### src/rtl/regfile_2w2r.sv
// 2^AW x DW register file: two combinational read ports, two write ports (port 1 wins), r0 hardwired to 0.
// clr starts an init sweep writing idx to regs 1..INIT_N-1 and 0 elsewhere; busy is high for the sweep.
// Optional macro REGFILE_BYPASS_EN forwards same-cycle write data to the read ports.
module regfile_2w2r #(
    parameter int DW     = 32,
    parameter int AW     = 5,
    parameter int INIT_N = 5
) (
    input  logic          clk,
    input  logic          clr,
    input  logic [AW-1:0] ra,
    input  logic [AW-1:0] rb,
    output logic [DW-1:0] qa,
    output logic [DW-1:0] qb,
    input  logic          we0,
    input  logic          we1,
    input  logic [AW-1:0] wn0,
    input  logic [AW-1:0] wn1,
    input  logic [DW-1:0] d0,
    input  logic [DW-1:0] d1,
    output logic          busy
);

    localparam int            NREG = 1 << AW;
    localparam logic [AW-1:0] LAST = {AW{1'b1}};

    typedef enum logic {READY, INIT} state_t;

    state_t        state, state_nxt;
    logic [AW-1:0] cnt, cnt_nxt;
    logic          busy_nxt;
    logic [DW-1:0] init_val;
    logic [DW-1:0] regs [NREG];

    always_comb begin
        state_nxt = state;
        cnt_nxt   = cnt;
        if (state == INIT) begin
            // cnt parks at LAST instead of wrapping back onto register 0
            if (cnt == LAST) begin
                state_nxt = READY;
            end else begin
                cnt_nxt = cnt + AW'(1);
            end
        end
        busy_nxt = (state_nxt == INIT);
    end

    always_ff @(posedge clk) begin
        if (clr) begin
            state <= INIT;
            cnt   <= AW'(1);
            busy  <= 1'b1;
        end else begin
            state <= state_nxt;
            cnt   <= cnt_nxt;
            busy  <= busy_nxt;
        end
    end

    assign init_val = (int'(cnt) < INIT_N) ? DW'(cnt) : '0;

    // Array has no reset: contents are defined only by the sweep.
    always_ff @(posedge clk) begin
        if (!clr) begin
            if (busy) begin
                regs[cnt] <= init_val;
            end else begin
                if (we0 && (wn0 != '0)) regs[wn0] <= d0;
                if (we1 && (wn1 != '0)) regs[wn1] <= d1;
            end
        end
    end

    function automatic logic [DW-1:0] rd(input logic [AW-1:0] a);
        logic [DW-1:0] v;
        v = (a == '0) ? '0 : regs[a];
`ifdef REGFILE_BYPASS_EN
        if (!busy && !clr && (a != '0)) begin
            if (we1 && (wn1 == a))      v = d1;
            else if (we0 && (wn0 == a)) v = d0;
        end
`endif
        return v;
    endfunction

    always_comb begin
        qa = rd(ra);
        qb = rd(rb);
    end

endmodule

### config.mk
export PLATFORM = sky130hd
export DESIGN_NAME = regfile_2w2r
export DESIGN_NICKNAME = d
export VERILOG_FILES = /design/src/rtl/regfile_2w2r.sv
export SDC_FILE = /design/constraint.sdc
export NUM_CORES = 2
export LEC_CHECK = 0
export BUFFER_PORTS_ARGS = -buffer_cell sky130_fd_sc_hd__buf_4
export CORE_MARGIN = 1.5
export CORE_UTILIZATION = 60
export DETAILED_ROUTE_END_ITERATION = 8
export PLACE_DENSITY = 0.76
export SYNTH_ARGS = -nofsm -noshare
export SYNTH_HDL_FRONTEND = slang
export SYNTH_SLANG_ARGS = --single-unit
export TNS_END_PERCENT = 100
### constraint.sdc
create_clock -name clk -period 13.95 [get_ports clk]
set_clock_uncertainty 0.05 [all_clocks]
set_input_delay 2.79 -clock clk [delete_from_list [all_inputs] [get_ports clk]]
set_output_delay 2.79 -clock clk [all_outputs]
set_load 0.1 [all_outputs]
; Yosys cells after proc, flatten, opt, wreduce, memory -nomap -nowiden
; Memory sizes are Yosys's and may differ from the RTL's.
; Cells that the tools add are included.
[word_totals]
ff_bits = 6
ramBits = 1024
input_bits = 88
word_cells = 34
mem_count = 1
[classes]
addsub = 1
order_cmp = 1
eq_ne = 1
n_mux = 19
n_bitwise = 1
n_reduce_logical = 8
[mem_list]
columns = name, words, word_bits, read_ports, rd_clocked_by_memory_dff, write_ports, line
row1 = regs, 32, 32, 2, 0, 2, 33  ; logic [DW-1:0] regs [NREG];
[op_table]
columns = operator, n
row1 = $mux W32, 3
row2 = $reduce_or A32 Y1, 1
row3 = $mux W1, 14
row4 = $logic_not A5 Y1, 2
row5 = $mux W5, 2
row6 = $reduce_bool A5 Y1, 2
row7 = $add A5 B1 Y5 const B, 1
row8 = $eq A5 B5 Y1 const B, 1
row9 = $lt A5 B3 Y1 const B, 1
row10 = $logic_and A1 B1 Y1, 2
row11 = $reduce_and A2 Y1, 1
row12 = $not A1 Y1, 1

; Depth between registers and ports, before layout
[logic_depth]
depth_word = 8
depth_mapped = 8
ltp_nobuf = 7

; Worst setup path before layout
; OpenSTA, ideal clock, no wires.
[synth_timing]
kind = input -> output
startpoint = input rb[1]
endpoint = output qb[28]
arrival_ns = 6.452
t_required_ns = 11.110
path_slack_ns = 4.658
stages = 7
cell_sequence = buf_2 > buf_2 > nor2_1 > clkbuf_1 > a221oi_1 > o21ai_0 > a311oi_1
[synth_via]
elab_chain_cells = 2
[synth_lines]
columns = item, line
row1 = from (decl), 12  ; input logic [AW-1:0] rb,
row2 = $mem_v2 Z32 W32 or $logic_not A5 Y1 (tied branches), -
row3 = $mux W32 *, 77  ; v = (a == '0) ? '0 : regs[a];
row4 = to (decl), 14  ; output logic [DW-1:0] qb,
; Mark *: on every way between the ends. The rest lies on a longest branch, timed or not.

; Final worst setup path
[layout_timing]
startpoint = input ra[3]
endpoint = output qa[29]
[layout_via]
elab_chain_cells = 2
[layout_lines]
columns = item, line
row1 = from (decl), 11  ; input logic [AW-1:0] ra,
row2 = $mem_v2 Z32 W32 or $logic_not A5 Y1 (tied branches), -
row3 = $mux W32 *, 77
row4 = to (decl), 13  ; output logic [DW-1:0] qa,
; Marked as above.

==> summary.txt <==
Outcome
  • Status: completed

CTS
  • Bufs on Longest Clock Path: 3
  • CTS buffer count: between 100 and 150
  • Clk_lat worst skew: 0.71 ns
  • Root Buffer: clkbuf_16
  • CTS H-Tree Depth: 3
  • CTS tree: yes
  • Setup bufs post-CTS: 0
  • Clk slew on worst S/H paths: 0.06 ns
  • CTS Sinks: 1030
  • CTS resizes: 0
  • Hold_buf cts: 0

Timing
  • RSZ-0062 raised after global routing: false
  • Setup violations, final: 0
  • PnR worst setup slack: 3.926 ns
  • Fin. max-slew vios: 0
  • Slew @ Worst Pin: 1.405 ns
  • Final Hold Fails: 0
  • Setup Total Neg Slack: 0 ns
  • F_max: around 100 MHz
  • Minimum clock period: 10.02 ns
  • Final period utilization: 0.7185
  • Slew margin rel.: 0.06344

Placement
  • Detailed Place HPWL: 116.3 mm
  • PortBufs: 152
  • RD Place Congestion: 0.8871
  • DP Area: approximately 63000 µm²
  • Pre-CTS setup slack: 4.249 ns
  • Inst Count DP: 4945

Global routing
  • Global-route wire length before repair: 302.7 mm
  • Initial antenna violation count: 15
  • Largest net degree at the start of global routing: 127
  • Global route overflow: 0
  • Vias in the first global route: approximately 41k
  • GRT Overall Usage: 0.4165

Layout
  • Cell area after layout: 66310 µm²
  • Total Nets Final: around 3.8k
  • Multi-input logic area: 28240 µm²
  • Post-route insts no fill: 5155
  • Commonest cells after routing, fill and taps aside: mux2_2 (1055), edfxtp_1 (1024), mux4_2 (448)
  • Area growth syn-to-layout: 9.060%
  • Share of post-route cells with drive strength above 1: 0.5255
  • Most common cell after layout, fill and taps aside: mux2_2
  • FF+latch area: 30870 µm²
  • Filler cells: roughly 7k

Floorplan
  • Starting Density: 0.6063
  • Total I/O pin count: 153
  • Core area: 100300 µm²
  • Die extent in y: 321.3 µm
  • Die width: 321.3 µm
  • DIE AREA: between 100000 and 150000 µm²
  • Row Count: 116

Detailed routing
  • # DRC: 0
  • DR iter-0 viols: 6840
  • ANT nets after route: 0
  • Final WL: 215.0 mm
  • Vias/cell: 7.948
  • Vias: roughly 40k
  • Total iterations of the first detailed-routing run: 7
  • DR WL/cell: between 40 and 50 µm

Critical path
  • Flop2flop setup slack: 9.65 ns
  • Worst path arrival time: between 7 and 8 ns
  • Reg2reg start: state
  • CP Capture Type: output port
  • Worst setup SP type: input port
  • Critical path data required time: 11.11 ns
  • Reg-to-Reg End: regs[8][8]
  • Critical path peak fanout: 38
  • Crit Path Class: in -> out
  • Reg2Reg Depth: 6

Power and ir drop
  • Clock share of power: 0.404
  • Register share of total power: 0.478
  • Worst ir drop on vdd: 0.0001126 V
  • Net Sw Frac: 0.2585
  • Pwr dens: between 100 and 150 nW/µm²
  • Psw: 1847 µW
  • Pint: 5300 µW
  • Total power: a little over 7000 µW
  • Combinational power share: 0.118
  • P_leak: roughly 0.022 µW

Logic synthesis
  • EDFF count, synth: just over 1k
  • Yosys cell types: around 60
  • Post-synthesis async set-or-reset flop share: 0
  • Synth warnings: 0
  • Synth Cell Area: between 60000 and 70000 µm²
  • Sequential-to-total area share from yosys stat: 0.5077
  • Cells after synthesis: 3834
  • Top FF cell, synth: edfxtp_1
  • Avg Inst Size Synth: 15.86 µm²
  • Post-Syn Nets: 3924
  • Synthesis-stage register bit count: 1030

Min path
  • Cells on Worst Hold Path: 2
  • Hold Startpoint: cnt[1]
  • Min-Delay Path Class: reg -> reg
  • End of the worst hold path: cnt[1]

Job
  • Max-cap violations: 0
==> critical path, stage by stage <==
cell      delay (ns)
buf_4           0.59
or2_2           0.23
buf_4           0.65
or4_2           1.09
o21ai_0         0.29
a311oi_1        1.01
buf_4           0.45
==> cell families after synthesis <==
| logic type | count (synthesis) | share of synthesized area |
|---|---|---|
| buffers and inverters | 509 | 0.03751 |
| and+or+nand+nor | 237 | 0.02132 |
| AOI/OAI and AO/OA | 414 | 0.04885 |
| muxes | 1639 | 0.3838 |
| xor gates and xnor gates | 3 | 0.0004322 |
| adders and majority gates | 2 | 0.0004115 |
| DFF | 1030 | 0.5077 |
==> registers in the layout, indices dropped and copies added (netlist names) <==
name   count
state      1
cnt        5
regs    1024
==> per-stage QoR <==
step	util	hold WS [ns]
after global routing	0.6611	0.6194
after global placement	0.6266	0.5589
final	0.6612	0.5917
after CTS	0.6610	0.5863
after floorplan	-	0.4990
after detailed placement	0.6266	0.5642
==> power by group through the flow <==
| stage | sequential, µW | clock (µW) | combinational (µW) |
|---|---|---|---|
| final | 3420 | 2890 | 845 |
| after global placement | 3480 | 0 | 811 |
| after detailed placement | 3480 | 0 | 822 |
| after global routing | 3420 | 2990 | 858 |
| after CTS | 3420 | 2880 | 824 |
| after floorplan | 3470 | 0 | 563 |
==> synthesized netlist by cell type, types with 2 or more instances <==
| cell | count | area [µm²] |
|---|---|---|
| or4_1 | 3 | 22.52 |
| or2_2 | 3 | 18.77 |
| buf_1 | 5 | 18.77 |
| nor2_1 | 26 | 97.59 |
| a221oi_1 | 46 | 402.9 |
| o22ai_1 | 2 | 12.51 |
| a211oi_1 | 64 | 480.5 |
| nand2_1 | 67 | 251.5 |
| nor3b_1 | 3 | 22.52 |
| buf_4 | 16 | 120.1 |
| xor2_1 | 2 | 17.52 |
| o32ai_1 | 2 | 17.52 |
| o32a_1 | 3 | 30.03 |
| o21bai_1 | 3 | 22.52 |
| clkbuf_1 | 254 | 953.4 |
| dfxtp_1 | 6 | 120.1 |
| mux4_2 | 448 | 10090 |
| and2_1 | 32 | 200.2 |
| o21ai_0 | 125 | 625.6 |
| nor3_2 | 2 | 20.02 |
| clkbuf_2 | 6 | 30.03 |
| or3b_1 | 2 | 17.52 |
| a21o_1 | 2 | 15.01 |
| ha_1 | 2 | 25.02 |
| nand2b_1 | 9 | 56.30 |
| mux2i_1 | 134 | 1341 |
| o22a_1 | 3 | 26.28 |
| buf_2 | 218 | 1091 |
| o2111ai_1 | 18 | 157.7 |
| nor2_2 | 2 | 12.51 |
| inv_1 | 6 | 22.52 |
| nand3_1 | 3 | 15.01 |
| a32oi_1 | 3 | 26.28 |
| edfxtp_1 | 1024 | 30750 |
| o31ai_1 | 10 | 75.07 |
| buf_6 | 4 | 45.04 |
| mux2_2 | 1055 | 11880 |
| nor2b_1 | 72 | 450.4 |
| a311oi_1 | 64 | 560.5 |
| nor3_1 | 3 | 15.01 |
| a22oi_1 | 64 | 480.5 |
==> metal layers <==
| layer | vias up | track usage | part of all wire |
|---|---|---|---|
| li1 | 15450 | - | - |
| met1 | 20930 | 0.5288 | 0.34 |
| met2 | 3666 | 0.6335 | 0.46 |
| met3 | 912 | 0.1229 | 0.14 |
| met4 | 14 | 0.2563 | 0.069 |
| met5 | - | 0 | 0.00049 |
==> worst max path at each step <==
stage          start     end  cells past startpoint
6_report       ra[3]  qa[29]                      7
5_1_grt        ra[1]  qa[29]                      6
4_1_cts        rb[2]   qb[1]                      6
3_5_place_dp   rb[2]   qb[1]                      6
3_3_place_gp   rb[2]   qb[1]                      6
2_1_floorplan  rb[1]  qb[28]                      7
==> layout make-up <==
cell class / count / share of cell area
sequential: 1030 / 0.4655
multi-input combinational: 2295 / 0.4259
clock buffer: 150 / 0.04615
timing repair buffer: 257 / 0.03023
tap: 1357 / 0.02560
clock inverter: 51 / 0.005943
inverter: 6 / 0.0003774
antenna: 9 / 0.0003396
No activity file was read; power rests on OpenSTA's default activity.
